**config.mk**
```make
export PLATFORM = sky130hd
export DESIGN_NAME = if_prefetch
export DESIGN_NICKNAME = d
export VERILOG_FILES = /design/src/rtl/if_pkg.sv /design/src/rtl/if_queue.sv /design/src/rtl/if_prefetch.sv
export SDC_FILE = /design/constraint.sdc
export NUM_CORES = 1
export LEC_CHECK = 0
export BUFFER_PORTS_ARGS = -buffer_cell sky130_fd_sc_hd__clkbuf_2
export CAP_MARGIN = 20
export CORE_MARGIN = 2
export CORE_UTILIZATION = 50
export CTS_BUF_LIST = sky130_fd_sc_hd__clkbuf_4 sky130_fd_sc_hd__clkbuf_8
export DETAILED_ROUTE_END_ITERATION = 8
export GPL_ROUTABILITY_DRIVEN = 0
export HOLD_SLACK_MARGIN = 0.08
export PLACE_DENSITY = 0.69
export RECOVER_POWER = 100
export SYNTH_ARGS = -nofsm -noshare
export SYNTH_HDL_FRONTEND = slang
export SYNTH_SLANG_ARGS = --single-unit
```
**constraint.sdc**
```tcl
create_clock -name clk_i -period 3.1 [get_ports clk_i]
set_input_delay 0.62 -clock clk_i [delete_from_list [all_inputs] [get_ports clk_i]]
set_output_delay 0.62 -clock clk_i [all_outputs]
set_load 0.03 [all_outputs]
```
**src/rtl/if_pkg.sv**
```systemverilog
// Shared types and constants for the instruction-fetch prefetch stage.
package if_pkg;
   typedef enum logic [1:0] {IDLE, REQ, FULL, DROP} if_state_t;

   localparam logic [31:0] NOP          = 32'h0000_0000;
   localparam logic [31:0] DEF_RESET_PC = 32'h0000_0000;

   typedef struct packed {
      logic [31:0] inst;
      logic [31:0] pc_plus4;
   } if_entry_t;
endpackage

```
**src/rtl/if_queue.sv**
```systemverilog
// Synchronous FIFO of fetched {inst, pc+4} entries; clear wins over push.
module if_queue
   import if_pkg::*;
#(
   parameter int DEPTH = 4,
   parameter int CW    = $clog2(DEPTH + 1)
) (
   input  logic          clk_i,
   input  logic          rst_i,
   input  logic          clear_i,
   input  logic          push_i,
   input  logic          pop_i,
   input  if_entry_t     din_i,
   output logic [CW-1:0] count_o,
   output if_entry_t     head_o
);
   localparam int AW = $clog2(DEPTH);

   if_entry_t     mem [DEPTH];
   logic [AW-1:0] rd_ptr, wr_ptr;

   always_ff @(posedge clk_i) begin
      if (rst_i || clear_i) begin
         rd_ptr  <= '0;
         wr_ptr  <= '0;
         count_o <= '0;
      end else begin
         if (push_i) wr_ptr <= wr_ptr + AW'(1);
         if (pop_i)  rd_ptr <= rd_ptr + AW'(1);
         count_o <= count_o + CW'(push_i) - CW'(pop_i);
      end
   end

   // Pointers wrap naturally since DEPTH is a power of two; a push into a full
   // queue only happens alongside a pop, which frees the slot being written.
   always_ff @(posedge clk_i) begin
      if (push_i && !clear_i && !rst_i) mem[wr_ptr] <= din_i;
   end

   assign head_o = mem[rd_ptr];
endmodule

```
**src/rtl/if_prefetch.sv**
```systemverilog
// Instruction-fetch stage with prefetch queue; req/ack memory side, IF/ID side honours stall.
// Optional IF_PERF_CNT_EN adds fetch_cnt_o / drop_cnt_o performance counters.
module if_prefetch
   import if_pkg::*;
#(
   parameter logic [31:0] RESET_PC = DEF_RESET_PC,
   parameter int          DEPTH    = 4
) (
   input  logic        clk_i,
   input  logic        rst_i,
   input  logic        start_i,
   input  logic        redirect_i,
   input  logic [31:0] redirect_pc_i,
   input  logic        stall_i,
   output logic        imem_req_o,
   output logic [31:0] imem_addr_o,
   input  logic        imem_ack_i,
   input  logic [31:0] imem_data_i,
   output logic        valid_o,
   output logic [31:0] inst_o,
   output logic [31:0] pc_plus4_o
`ifdef IF_PERF_CNT_EN
   ,
   output logic [31:0] fetch_cnt_o,
   output logic [31:0] drop_cnt_o
`endif
);
   localparam int CW = $clog2(DEPTH + 1);

   if_state_t   state, state_nx;
   logic [31:0] fpc, drop_addr, redir_pc;
   logic [CW-1:0] count;
   logic [CW:0]   count_nx;
   logic        push, pop, space;
   if_entry_t   head, din;

   assign redir_pc   = redirect_pc_i & ~32'h3;
   assign valid_o    = (count != '0);
   assign pop        = valid_o & ~stall_i & ~redirect_i;
   assign push       = (state == REQ) & imem_ack_i & ~redirect_i;
   assign count_nx   = redirect_i ? '0 : {1'b0, count} + (CW+1)'(push) - (CW+1)'(pop);
   assign space      = count_nx < (CW+1)'(DEPTH);

   assign imem_req_o  = (state == REQ) || (state == DROP);
   // A dropped request keeps its original address even though fpc already moved.
   assign imem_addr_o = (state == DROP) ? drop_addr : fpc;
   assign inst_o      = valid_o ? head.inst     : NOP;
   assign pc_plus4_o  = valid_o ? head.pc_plus4 : NOP;

   assign din.inst     = imem_data_i;
   assign din.pc_plus4 = fpc + 32'd4;

   always_comb begin
      state_nx = state;
      case (state)
         IDLE: if (start_i && space) state_nx = REQ;
         REQ:  if (imem_ack_i) state_nx = !start_i ? IDLE : (space ? REQ : FULL);
         FULL: if (!start_i) state_nx = IDLE; else if (space) state_nx = REQ;
         DROP: if (imem_ack_i) state_nx = (start_i && space) ? REQ : IDLE;
         default: state_nx = IDLE;
      endcase
      if (redirect_i) begin
         if (imem_req_o && !imem_ack_i) state_nx = DROP;
         else                           state_nx = start_i ? REQ : IDLE;
      end
   end

   always_ff @(posedge clk_i) begin
      if (rst_i) begin
         state     <= IDLE;
         fpc       <= RESET_PC;
         drop_addr <= RESET_PC;
      end else begin
         state <= state_nx;
         if (redirect_i) fpc <= redir_pc;
         else if (push)  fpc <= fpc + 32'd4;
         if (state == REQ && state_nx == DROP) drop_addr <= fpc;
      end
   end

   if_queue #(.DEPTH(DEPTH), .CW(CW)) u_queue (
      .clk_i   (clk_i),
      .rst_i   (rst_i),
      .clear_i (redirect_i),
      .push_i  (push),
      .pop_i   (pop),
      .din_i   (din),
      .count_o (count),
      .head_o  (head)
   );

`ifdef IF_PERF_CNT_EN
   logic drop_ack;
   // Discarded acks are those answered in DROP or landing on a redirect cycle.
   assign drop_ack = imem_req_o & imem_ack_i & ((state == DROP) | redirect_i);

   always_ff @(posedge clk_i) begin
      if (rst_i) begin
         fetch_cnt_o <= '0;
         drop_cnt_o  <= '0;
      end else begin
         fetch_cnt_o <= fetch_cnt_o + 32'(push);
         drop_cnt_o  <= drop_cnt_o + 32'(drop_ack) + (redirect_i ? 32'(count) : 32'd0);
      end
   end
`endif
endmodule

```
Word level (Yosys, flattened, before mapping). Memory sizes are Yosys's and may differ from the RTL's. A register that Yosys moved wholly into a read port is not among the register bits. Cells that the tools add are included.

Bitwise gates (word level): 6. Eq/ne operators: 4. $add $sub $neg: 7. Order comparisons: 1. Reduce and logical (&&, ||, !) cells: 14. Muxes and demuxes: 22.

Operators with widths (count): $mux 32 (5); $add 32x3->32 const B (1); $mux 2 (11); $pmux 2 s4 (1); $eq 2x2->1 const B (3); $logic_and 1x1->1 (5); $add 2x1->2 const B (2); $add 3x1->4 (1); $and 1x1->1 (4); $lt 4x3->1 const B (1); $mux 1 (4); $mux 4 (1); $sub 4x1->4 (1); $add 3x1->3 (1); $logic_not 1->1 (3); $reduce_bool 3->1 (1); $sub 3x1->3 (1); $eq 2x1->1 const B (1); $logic_not 2->1 (1); $logic_or 1x1->1 (2); $not 1->1 (2); $reduce_bool 2->1 (1); $reduce_or 2->1 (1).

Bits in writable memories: 256. Logic and storage cells: 62. Register bits after elaboration: 73. Input bits: 70. Memories kept: 1. Output and inout bits: 98.

Memory list: u_queue.mem (depth 4, width 64, read ports 1, clocked after memory_dff 1, write ports 1, line if_queue.sv:19) `if_entry_t mem [DEPTH];`.

Longest topological paths before layout. Gate-level depths: netlist (run 1).

Word-level depth: 14. Gate-level depth with buffers: 11. Mapped depth without buffers: 10.

Cells and area by module. From an unflattened synthesis (run 1), not the netlist that was laid out.

Cells, all modules: 954. Area total of the unflattened synthesis: 14094.8 µm².

By module, submodules not included: if_queue (instances 1, area an instance 9751.9 µm², cells an instance 377); if_prefetch (instances 1, area an instance 4342.9 µm², cells an instance 577).

Least setup slack after synthesis (run 1). No wires, ideal clock.

Path type: input to register. Start point: in imem_ack_i. End point: mem u_queue.mem[0][10] in the netlist's numbering (enable). Library setup time: 0.427 ns. Stages on the path: 4. Arrival time: 2.901 ns. Setup slack: -0.228 ns. Path buffers: 2. Cells stage by stage: and3b_1 > clkbuf_1 > clkbuf_1 > and3_1.

Cells in the longest elaborated chain, start to end: 6.

Ends and longest elaborated chain: from (decl) (line if_prefetch.sv:17) `input logic imem_ack_i,`; $and 1x1->1 (2 in series) (line if_prefetch.sv:40) `assign push = (state == REQ) & imem_ack_i & ~redirect_i;`; $logic_and 1x1->1 (2 in series) (line if_queue.sv:37) `if (push_i && !clear_i && !rst_i) mem[wr_ptr] <= din_i;`; $mux 1 (line if_queue.sv:37); $mux 1 (not written as such) (line if_queue.sv:37); to (decl) (line if_queue.sv:19).

No other way between the ends.

Final worst setup path (run 1).
Start point: reg state[1]. End point: out imem_addr_o[26].

Cells in the longest elaborated chain, start to end: 2.

Ends and longest elaborated chain: from (decl) (line if_prefetch.sv:30) `if_state_t state, state_nx;`; from (signal assigned) (line if_prefetch.sv:74) `state <= state_nx;`; $eq 2x2->1 (line if_prefetch.sv:46) `assign imem_addr_o = (state == DROP) ? drop_addr : fpc;`; $mux 32 (line if_prefetch.sv:46); to (decl) (line if_prefetch.sv:16) `output logic [31:0] imem_addr_o,`.

No other way between the ends.

==> results.md, run 1 <==
* Post-synthesis cell type count at 66
* Tcrit/Tclk final at 0.9230
* DP HPWL at 17330 um
* Register-to-Register Path Depth at 10
* Final ANT Viol Nets at 0
* IO Count at 168
* Pwr dens at 548.4 nW/um^2
* Mux cell area share after synthesis at 0.1246
* CP max-delay cell: clkbuf_2
* Critical Path RT at 2480 ps
* Slew headroom at 0.09143
* Tmin final at 2861 ps
* Post-synthesis sequential area ratio at 0.6372
* CTS sink count at 319
* Avg Cell Area, Syn at 14.70 um^2
* DR iter-0 viols at 440
* N_diodes at 0
* Biggest cell delay along the critical path at 600 ps
* Hold path endpoint: fpc[17]
* Worst Tran Pin Value at 1363 ps
* Net count reported at finish at 1188
* Launch point of the worst reg-to-reg path: u_queue.count_o[1]
* IO Port Bufs at 161
* Core area at 27630 um^2
* Clk buf depth at 3
* Initial Util at 0.5037
* Cts repair resizes at 0
* Vias at 8297
* Pre-antenna DRT Iters at 5
* Fmax at 349.5 MHz
* Vias in the first global route at 8245
* Area growth, synth to finish at 13.09%
* Non-Filler Cell Area, Final at 15740 um^2
* Die height at 170.8 um
* Postcts setup bufs at 0
* Comb pwr share at 0.052
* Min-delay src: redirect_pc_i[17]
* Internal power consumption at 6.656 mW
* CP max FO at 30
* Fillcell total at 2336
* Mapped Cells at 947
* Synth warnings at 0
* Placed cell area at 14960 um^2
* XOR/XNOR Fraction of Synth Area at 0.02643
* Post-Syn Area at 13920 um^2
* Post-synth EDFFs at 248
* CTS Hold Bufs at 0
* Critical path buffers and inverters at 2
* Setup TNS Final at 0 ps
* GRT Residual Overflow at 0
* Die area at 29180 um^2
* Part of the power in registers at 0.549
* Synth Area in Compound Gates at 0.04495
* Status: finished clean
* #FFs+latches synth at 319
* Pin count of the biggest net entering global routing at 65
* Vias/cell at 5.437
* Hold Path Stages at 3
* CTS HTree Levels at 2
* Switching share of power at 0.2289
* CTS tree: yes
* Simple-Gate Fraction of Synth Area at 0.1161
* Cell Chain, Critical Path: nand2_1 -> clkbuf_2 -> mux2_2 -> clkbuf_1
* R2r setup slk at 380 ps
* Final setup fails at 0
* DRC at 0
* Largest family of logic cells by synthesized area: multiplexers
* Num CTS Buffers at 52
* Clock root buffer: clkbuf_8
* Async S/R FF share, synth at 0
* Worst min path class: input port to flip-flop
* CP Class: flip-flop to output port
* Net switching component of the power at 1.976 mW
* Final WL at 28310 um
* Cell row count at 61
* First-pass GRT wire length at 44170 um
* Slew Limit Fails at 0
* CP top delay family: buffers and inverters
* Average wire per standard cell at 18.55 um
* CP Launch Type: flip-flop
* Antenna violations before repair at 0
* Leakage at 5.253 nW
* Count of final hold-check violations at 0
* Clock latency on the worst-skew pair at 560 ps
* CP arrival at 2240 ps
* Crit end category: output port
* Worst IR Drop VDD at 325.6 uV
* Clock transition at path regs at 60 ps
* Adder-cell share of the synthesized area at 0.01043
* Clock Skew at 26.29 ps
* Post-synth top flop: edfxtp_1
* Maxcap violations at 0
* Clock share of power at 0.400
* R2r endpoint: state[1]
* Total GRT Usage at 0.1947
* RSZ-0062 raised after global routing: no
* Share of post-route cells with drive strength above 1 at 0.2456
* Die X at 170.8 um
## worst min-delay path, stage by stage
cell and delay [ps]:
clkbuf_2 90, inv_1 50, a221oi_1 70
## per-stage QoR
| step | cells | util | worst slack, ps | power (mW) | hold slack (ps) |
|---|---|---|---|---|---|
| global route | 1526 | 0.5696 | 98.80 | 8.958 | 303.8 |
| floorplan | 950 | - | 461.7 | 5.139 | 433.8 |
| global placement | 1431 | 0.5415 | 356.5 | 5.281 | 438.8 |
| detailed placement | 1431 | 0.5415 | 366.5 | 5.293 | 447.1 |
| CTS | 1526 | 0.5774 | 166.0 | 8.748 | 225.4 |
| finish | 1526 | 0.5696 | 238.8 | 8.632 | 316.9 |
## layout make-up
cell class                 count  area, um^2  area share
clock inverter                29       157.7     0.01002
sequential                   319        8874      0.5638
clock buffer                  66       833.3     0.05295
timing repair buffer         180       862.1     0.05477
tap                          378       473.0     0.03005
inverter                      17       63.81    0.004054
multi-input combinational    537        4476      0.2844
## layout by cell type, fill, tap and decap left out, types with 7 or more instances in the layout
cell type,netlist,routed
or3_1,10,9
inv_1,16,16
and2_0,0,29
clkbuf_2,1,80
xnor2_1,19,19
nor3_1,16,16
edfxtp_1,248,248
nand4_1,9,12
or4_1,9,9
clkinv_1,1,16
clkbuf_4,0,16
and2_1,68,39
a311oi_1,12,12
dfxtp_1,71,69
nor2_1,42,42
clkbuf_1,41,87
clkinv_2,0,11
o21ai_0,8,8
nor4_1,8,7
a21oi_1,33,33
mux4_2,62,62
xor2_1,23,23
a211oi_1,10,10
nand2_1,88,88
ha_1,10,10
nand3_1,12,12
clkbuf_8,13,54
mux2_2,30,30
## worst max path at each step
| stage | slack, ps | endpoint | from | depth (start not counted) |
|---|---|---|---|---|
| finish | 240 | imem_addr_o[26] | state[1] | 4 |
| global route | 100 | pc_plus4_o[30] | flip-flop | 4 |
| CTS | 170 | pc_plus4_o[22] | flip-flop | 4 |
| detailed placement | 370 | state[1] | redirect_i | 11 |
| global placement | 360 | state[1] | redirect_i | 11 |
| floorplan | 460 | u_queue.mem[0][10] | imem_ack_i | 4 |
## synth_stat cells, drive strengths merged, types with 11 or more instances
master / n / area (um^2)
dfxtp: 71 / 1421
inv: 16 / 60.06
edfxtp: 248 / 7447
buf: 22 / 155.2
nor3: 16 / 80.08
a311oi: 12 / 105.1
nand3: 13 / 70.07
xnor2: 19 / 166.4
mux4: 62 / 1396
nand2: 88 / 330.3
nor2: 42 / 157.7
mux2: 30 / 337.8
and2: 68 / 425.4
clkbuf: 55 / 337.8
a21oi: 33 / 165.2
xor2: 23 / 201.4
or4: 11 / 90.08
nand4: 15 / 157.7
## flip-flops by register name, summed over array words and instances, names as in the netlist, named ones only
signal           flops
drop_addr           30
state                2
fpc                 30
u_queue.rd_ptr       2
u_queue.mem        248
u_queue.count_o      3
u_queue.wr_ptr       2
## power by group through the flow
stage,registers (mW),clock network [mW],logic (mW)
after global placement,4.82,0,0.460
after detailed placement,4.82,0,0.469
after global routing,4.74,3.73,0.489
after floorplan,4.77,0,0.365
after CTS,4.73,3.54,0.470
final,4.74,3.45,0.447
## routing by layer
| layer | share of wire | up-vias | track usage | routed length [um] |
|---|---|---|---|---|
| met3 | 0.062 | 39 | 0.03562 | 1750 |
| met4 | 0.014 | 0 | 0.05380 | 399 |
| li1 | - | 3908 | - | - |
| met2 | 0.47 | 262 | 0.3174 | 13400 |
| met1 | 0.45 | 4088 | 0.2708 | 12760 |
| met5 | 0 | - | 0 | 0 |
## cell families after synthesis
group                    count (synthesis)
flip-flops                             319
AND/OR/NAND/NOR                        297
buffers and inverters                   94
multiplexers                            92
AO/OA/AOI/OAI                           91
XOR/XNOR                                42
adder cells (fa/ha/maj)                 11
other                                    1
(Power assumes the default switching activity.)
==> inputs of run 2 (changes only) <==
GPL_TIMING_DRIVEN = 0   (was default)
RECOVER_POWER = default   (was 100)
==> run 2 against run 1 <==
Net effect:
- sequential share of layout area fell by 2.1 points
- cell count rose by 3.5%
- non-clock buffer count rose by 59
- die area did not move
- critical path depth rose by 6
- critical path type is now flip-flop to flip-flop
==> results.md, run 2 (same netlist as run 1, synthesis figures left out) <==
* Status: finished clean
* Launch point of the worst reg-to-reg path: state[0]
* Area growth, synth to finish at 17.46%
* First-pass GRT wire length at 46950 um (+6.3%)
* CTS HTree Levels at 2 (unchanged)
* Internal power consumption at 6.804 mW (+2.2%)
* Vias at 8592 (+3.6%)
* Switching share of power at 0.2243 (-0.004609)
* Clock Skew at 21.95 ps (-4.341 ps)
* Crit end category: flip-flop
* Tcrit/Tclk final at 0.9570 (+0.03399)
* Total power at 8.771 mW (+1.6%)
* R2r endpoint: state[1]
* Count of final hold-check violations at 0 (unchanged)
* Die area at 29180 um^2 (unchanged)
* Vias/cell at 5.438 (about the same)
* DRC at 0 (unchanged)
* Final hold slack at 281.0 ps (-35.87 ps)
* Fmax at 337.1 MHz (-3.6%)
* Clock share of power at 0.400 (about the same)
* CP Class: flip-flop to flip-flop
* Regs by FF count: u_queue.mem (248), drop_addr (30), fpc (30)
* Vias in the first global route at 8754 (+6.2%)
* Antenna violations before repair at 0 (unchanged)
* Slew Limit Fails at 0 (unchanged)
* Setup TNS Final at 0 ps (unchanged)
* Average wire per standard cell at 19.08 um (+2.8%)
* CP arrival at 3420 ps (+1180 ps)
* GRT Residual Overflow at 0 (unchanged)
* Critical Path RT at 3550 ps (+1070 ps)
* Fin cells at 1580 (+3.5%)
* Slew headroom at 0.4479 (+0.3565)
* Final WL at 30140 um (+6.5%)
* DR iter-0 viols at 591 (+34%)
* Worst Tran Pin Value at 820.6 ps (-542.3 ps)
* Net count reported at finish at 1246 (+4.9%)
* Pwr dens at 536.6 nW/um^2 (-2.2%)
* DP HPWL at 20300 um (+17%)
* Fillcell total at 2213 (-5.3%)
* CP Launch Type: flip-flop
* Final ANT Viol Nets at 0 (unchanged)
* Pre-antenna DRT Iters at 5 (unchanged)
* Core area at 27630 um^2 (unchanged)
* Num CTS Buffers at 51 (-1.9%)
* Clock root buffer: clkbuf_8
* Final WS setup at 133.5 ps (-105.4 ps)
* Die X at 170.8 um (unchanged)
* Share of post-route cells with drive strength above 1 at 0.3328 (+0.08713)
* Total GRT Usage at 0.2085 (+0.01382)
* CP max FO at 10 (-67%)
* Worst min path class: input port to flip-flop
* N_diodes at 0 (unchanged)
* Pin count of the biggest net entering global routing at 57 (-12%)
* Comb pwr share at 0.064 (+0.012)
* Clk buf depth at 3 (unchanged)
* R2r setup slk at 130 ps (-250 ps)
* IO Count at 168 (unchanged)
* Leakage at 5.828 nW (+11%)
* Final setup fails at 0 (unchanged)
* Net switching component of the power at 1.968 mW (-0.43%)
* Hold path endpoint: u_queue.mem[0][40]
* Part of the power in registers at 0.535 (-0.014)
* Cell row count at 61 (unchanged)
* CTS tree: yes
* Clock transition at path regs at 70 ps (about the same)
* Worst IR Drop VDD at 325.8 uV (about the same)
* Largest Register: u_queue.mem
* IO Port Bufs at 161 (unchanged)
* Min-delay src: imem_data_i[8]
* Pre-CTS setup slack at -80.46 ps (-447.0 ps)
* Postcts setup bufs at 0 (unchanged)
* Most frequent cells in the layout: edfxtp_1 (248), clkbuf_2 (170), nand2_1 (88)
* Max reg flops at 248 (unchanged)
* Initial Util at 0.5037 (unchanged)
* Maxcap violations at 0 (unchanged)
* Dpl cells at 1493 (+4.3%)
* Clock latency on the worst-skew pair at 560 ps (about the same)
* CTS sink count at 319 (unchanged)
* Commonest non-fill, non-tap cell in the layout: edfxtp_1
* Tmin final at 2967 ps (+105.4 ps)
* Die height at 170.8 um (unchanged)
* Register-to-Register Path Depth at 10 (unchanged)
* RSZ-0062 raised after global routing: no
* Hold Path Stages at 1 (-2)
[run 2: cell types whose count changed in the layout (fill, tap and decap cells not counted), sizes merged]
cell      change
clkinv       -13
inv           +1
buf          +17
clkinvlp      -1
clkbuf       +50
[run 2: power groups by stage]
| stage | registers, mW | clock network [mW] | logic (mW) |
|---|---|---|---|
| after detailed placement | 4.78 | 0 | 0.561 |
| final | 4.70 | 3.51 | 0.563 |
| after global routing | 4.70 | 3.81 | 0.610 |
| after global placement | 4.78 | 0 | 0.550 |
| after floorplan | 4.77 | 0 | 0.365 |
| after CTS | 4.69 | 3.61 | 0.563 |
[run 2: layout make-up]
type,instances,area (um^2),share of cell area
inverter,17,63.81,0.003904
buffer,74,506.7,0.03100
clock buffer,74,899.6,0.05503
timing repair buffer,165,908.4,0.05557
sequential,319,8870,0.5426
tap,378,473.0,0.02893
clock inverter,16,102.6,0.006276
multi-input combinational,537,4523,0.2767
[run 2: worst max-delay path by stage]
stage / end / slack [ps] / cells after the start / startpoint
4_1_cts: pc_plus4_o[8] / 40 / 5 / u_queue.count_o[1]
6_report: state[1] / 130 / 10 / state[0]
5_1_grt: state[1] / 3 / 10 / u_queue.count_o[1]
2_1_floorplan: u_queue.mem[0][10] / 460 / 4 / imem_ack_i
3_5_place_dp: state[1] / -80 / 11 / imem_ack_i
3_3_place_gp: u_queue.mem[2][53] / -670 / 5 / imem_ack_i
[run 2: layer usage]
layer / global-route usage / vias up / share of wire
met5: 0 / - / 0
met4: 0.07001 / 0 / 0.021
met3: 0.04372 / 47 / 0.061
met2: 0.3459 / 282 / 0.48
met1: 0.2756 / 4244 / 0.44
li1: - / 4019 / -
[run 2: through the flow]
step / cell area (um^2) / utilization
floorplan: 13930 / -
global placement: 15210 / 0.5506
detailed placement: 15330 / 0.5548
CTS: 16350 / 0.5918
global route: 16350 / 0.5917
finish: 16350 / 0.5917
[run 2: timing repair]
item,4_1_cts,5_1_grt
setup endpoints to repair,60,2
hold buffers,0,0
gates resized for setup,15,0
[run 2: critical path: stages (launching register included)]
cell,delay [ps]
dfxtp_1,470
nand3b_1,300
clkbuf_8,280
clkbuf_1,300
nor2_1,180
ha_1,200
inv_1,60
fa_1,420
or2_2,330
o2111ai_1,210
o21ai_0,110
==> inputs of run 3 (changes only) <==
clock period = 2.7 ns   (was 3.1 ns; I/O delays follow)
==> run 3 against run 2 <==
Net effect:
- sequential cell count unchanged
- highest routed layer unchanged
- combinational power grew 19%
- cell count increased by 0.82%
- count of clock-buffer cells in the layout unchanged
==> results.md, run 3 (same netlist as run 1, synthesis figures left out) <==
* Clock share of power at 0.400 (about the same)
* IO Count at 168 (unchanged)
* Dpl cells at 1493 (unchanged)
* Core area at 27630 um^2 (unchanged)
* Initial Util at 0.5037 (unchanged)
* N_diodes at 0 (unchanged)
* DR iter-0 viols at 523 (-12%)
* Max reg flops at 248 (unchanged)
* Fmax at 378.2 MHz
* Worst IR Drop VDD at 371.8 uV (+14%)
* Net count reported at finish at 1259 (+1.0%)
* Pre-CTS setup slack at -400.5 ps (-320.0 ps)
* Final setup fails at 0 (unchanged)
* Launch point of the worst reg-to-reg path: u_queue.count_o[1]
* Die X at 170.8 um (unchanged)
* Num CTS Buffers at 51 (unchanged)
* R2r setup slk at 150 ps (+20 ps)
* RSZ-0062 raised after global routing: yes
* Area growth, synth to finish at 21.68%
* Clock latency on the worst-skew pair at 570 ps (about the same)
* Non-Filler Cell Area, Final at 16930 um^2 (+3.6%)
* Final ANT Viol Nets at 0 (unchanged)
* Vias at 8660 (+0.79%)
* Final WL at 30790 um (+2.1%)
* Regs by FF count: u_queue.mem (248), drop_addr (30), fpc (30)
* Status: finished clean
* CP Class: flip-flop to output port
* Clock Skew at 26.28 ps (+4.334 ps)
* Largest Register: u_queue.mem
* DP HPWL at 20300 um (unchanged)
* IO Port Bufs at 161 (unchanged)
* Maxcap violations at 0 (unchanged)
* Commonest non-fill, non-tap cell in the layout: edfxtp_1
* CTS Hold Bufs at 0 (unchanged)
* Total power at 10.10 mW (+15%)
* GRT Residual Overflow at 0 (unchanged)
* Vias/cell at 5.436 (about the same)
* Leakage at 6.062 nW (+4.0%)
* Placed cell area at 15330 um^2 (unchanged)
* Slew headroom at 0.4422 (-0.005752)
* Clock transition at path regs at 60 ps (about the same)
* Total GRT Usage at 0.2120 (+0.003439)
* Vias in the first global route at 8831 (+0.88%)
* Part of the power in registers at 0.534 (about the same)
* Fin cells at 1593 (+0.82%)
* R2r endpoint: state[0]
* First-pass GRT wire length at 47490 um (+1.1%)
* Pwr dens at 596.6 nW/um^2 (+11%)
* Worst Tran Pin Value at 829.1 ps (+8.549 ps)
* CP Launch Type: flip-flop
* Average wire per standard cell at 19.33 um (+1.3%)
* Critical Path RT at 2160 ps (-1390 ps)
* Most frequent cells in the layout: edfxtp_1 (248), clkbuf_2 (109), nand2_1 (88)
* Cell row count at 61 (unchanged)
* Internal power consumption at 7.831 mW (+15%)
* Switching share of power at 0.2248 (+0.0004811)
* Tcrit/Tclk final at 0.9793
* Slew Limit Fails at 0 (unchanged)
* Tmin final at 2644 ps
* Net switching component of the power at 2.271 mW (+15%)
* CP max FO at 10 (unchanged)
* Clk buf depth at 3 (unchanged)
* CTS tree: yes
* Comb pwr share at 0.067 (+0.003)
* CP arrival at 2100 ps (-1320 ps)
* CTS HTree Levels at 2 (unchanged)
* Hold Path Stages at 1 (unchanged)
* Count of final hold-check violations at 0 (unchanged)
* Die area at 29180 um^2 (unchanged)
* Pin count of the biggest net entering global routing at 57 (unchanged)
* Final WS setup at 55.81 ps (-77.64 ps)
* Hold path endpoint: u_queue.mem[0][40]
* Antenna violations before repair at 0 (unchanged)
* Worst min path class: input port to flip-flop
* Clock root buffer: clkbuf_8
* Register-to-Register Path Depth at 11 (+1)
* Crit end category: output port
* Min-delay src: imem_data_i[8]
* Die height at 170.8 um (unchanged)
* Share of post-route cells with drive strength above 1 at 0.3638 (+0.03101)
* Pre-antenna DRT Iters at 5 (unchanged)
* DRC at 0 (unchanged)
* CTS sink count at 319 (unchanged)
## run 3: cell count changes in the layout (fill, tap and decap cells not counted), moves of 3 or more
cell,change
buf_2,+30
clkbuf_8,+5
clkbuf_4,+7
clkbuf_1,-9
and2_4,+12
buf_12,+9
clkbuf_16,+3
buf_6,+16
buf_4,+8
buf_8,+3
clkbuf_2,-61
and2_1,-12
## run 3: critical path: stages (launching register included)
cell and delay [ps]:
dfxtp_4 420, buf_12 120, buf_12 140, mux4_2 490, and2_1 180, buf_2 180
## run 3: what timing repair did
action                                  4_1_cts  5_1_grt
endpoints found under the setup margin      282      214
pin swaps                                     5        6
buffers inserted                              9        0
gates cloned                                  2        3
gates resized for setup                      79      128
## run 3: how the worst max path moves through the flow
| stage | start | to |
|---|---|---|
| 2_1_floorplan | u_queue.count_o[1] | state[1] |
| 3_3_place_gp | imem_ack_i | u_queue.mem[2][53] |
| 3_5_place_dp | imem_ack_i | state[1] |
| 4_1_cts | flip-flop | inst_o[0] |
| 5_1_grt | flip-flop | pc_plus4_o[20] |
| 6_report | flip-flop | pc_plus4_o[20] |
## run 3: final cells by class
cell class / instances / area, um^2
plain buffers: 73 / 635.6
clock buffers: 74 / 899.6
clock inverters: 16 / 102.6
fillers: 2153 / 10700
inverters: 17 / 63.81
multi-input cells: 538 / 4602
flip-flops and latches: 319 / 8877
well taps: 378 / 473.0
repair buffers: 178 / 1280
## run 3: metrics by stage
stage               utilization  hold slack [ps]  TNS, ps
global placement         0.5506            439.5  -241870
CTS                      0.6043            161.5   -9.610
detailed placement       0.5548            446.9   -55270
global route             0.6129            170.2   -196.6
floorplan                     -            433.8        0
finish                   0.6129            200.8        0
## run 3: power by group through the flow
stage | Clock (mW) | Combinational, mW | Sequential, mW
final | 4.04 | 0.672 | 5.39
after global routing | 4.37 | 0.728 | 5.39
after CTS | 4.14 | 0.661 | 5.39
after detailed placement | 0 | 0.645 | 5.49
after global placement | 0 | 0.631 | 5.49
after floorplan | 0 | 0.419 | 5.48
## run 3: per-layer routing
| metal | vias to the layer above | global-route usage | routed length [um] | share of wire |
|---|---|---|---|---|
| li1 | 4044 | - | - | - |
| met2 | 298 | 0.3503 | 14660 | 0.48 |
| met1 | 4266 | 0.2815 | 13530 | 0.44 |
| met5 | - | 0 | 0 | 0 |
| met4 | 0 | 0.06964 | 657 | 0.021 |
| met3 | 52 | 0.04511 | 1938 | 0.063 |
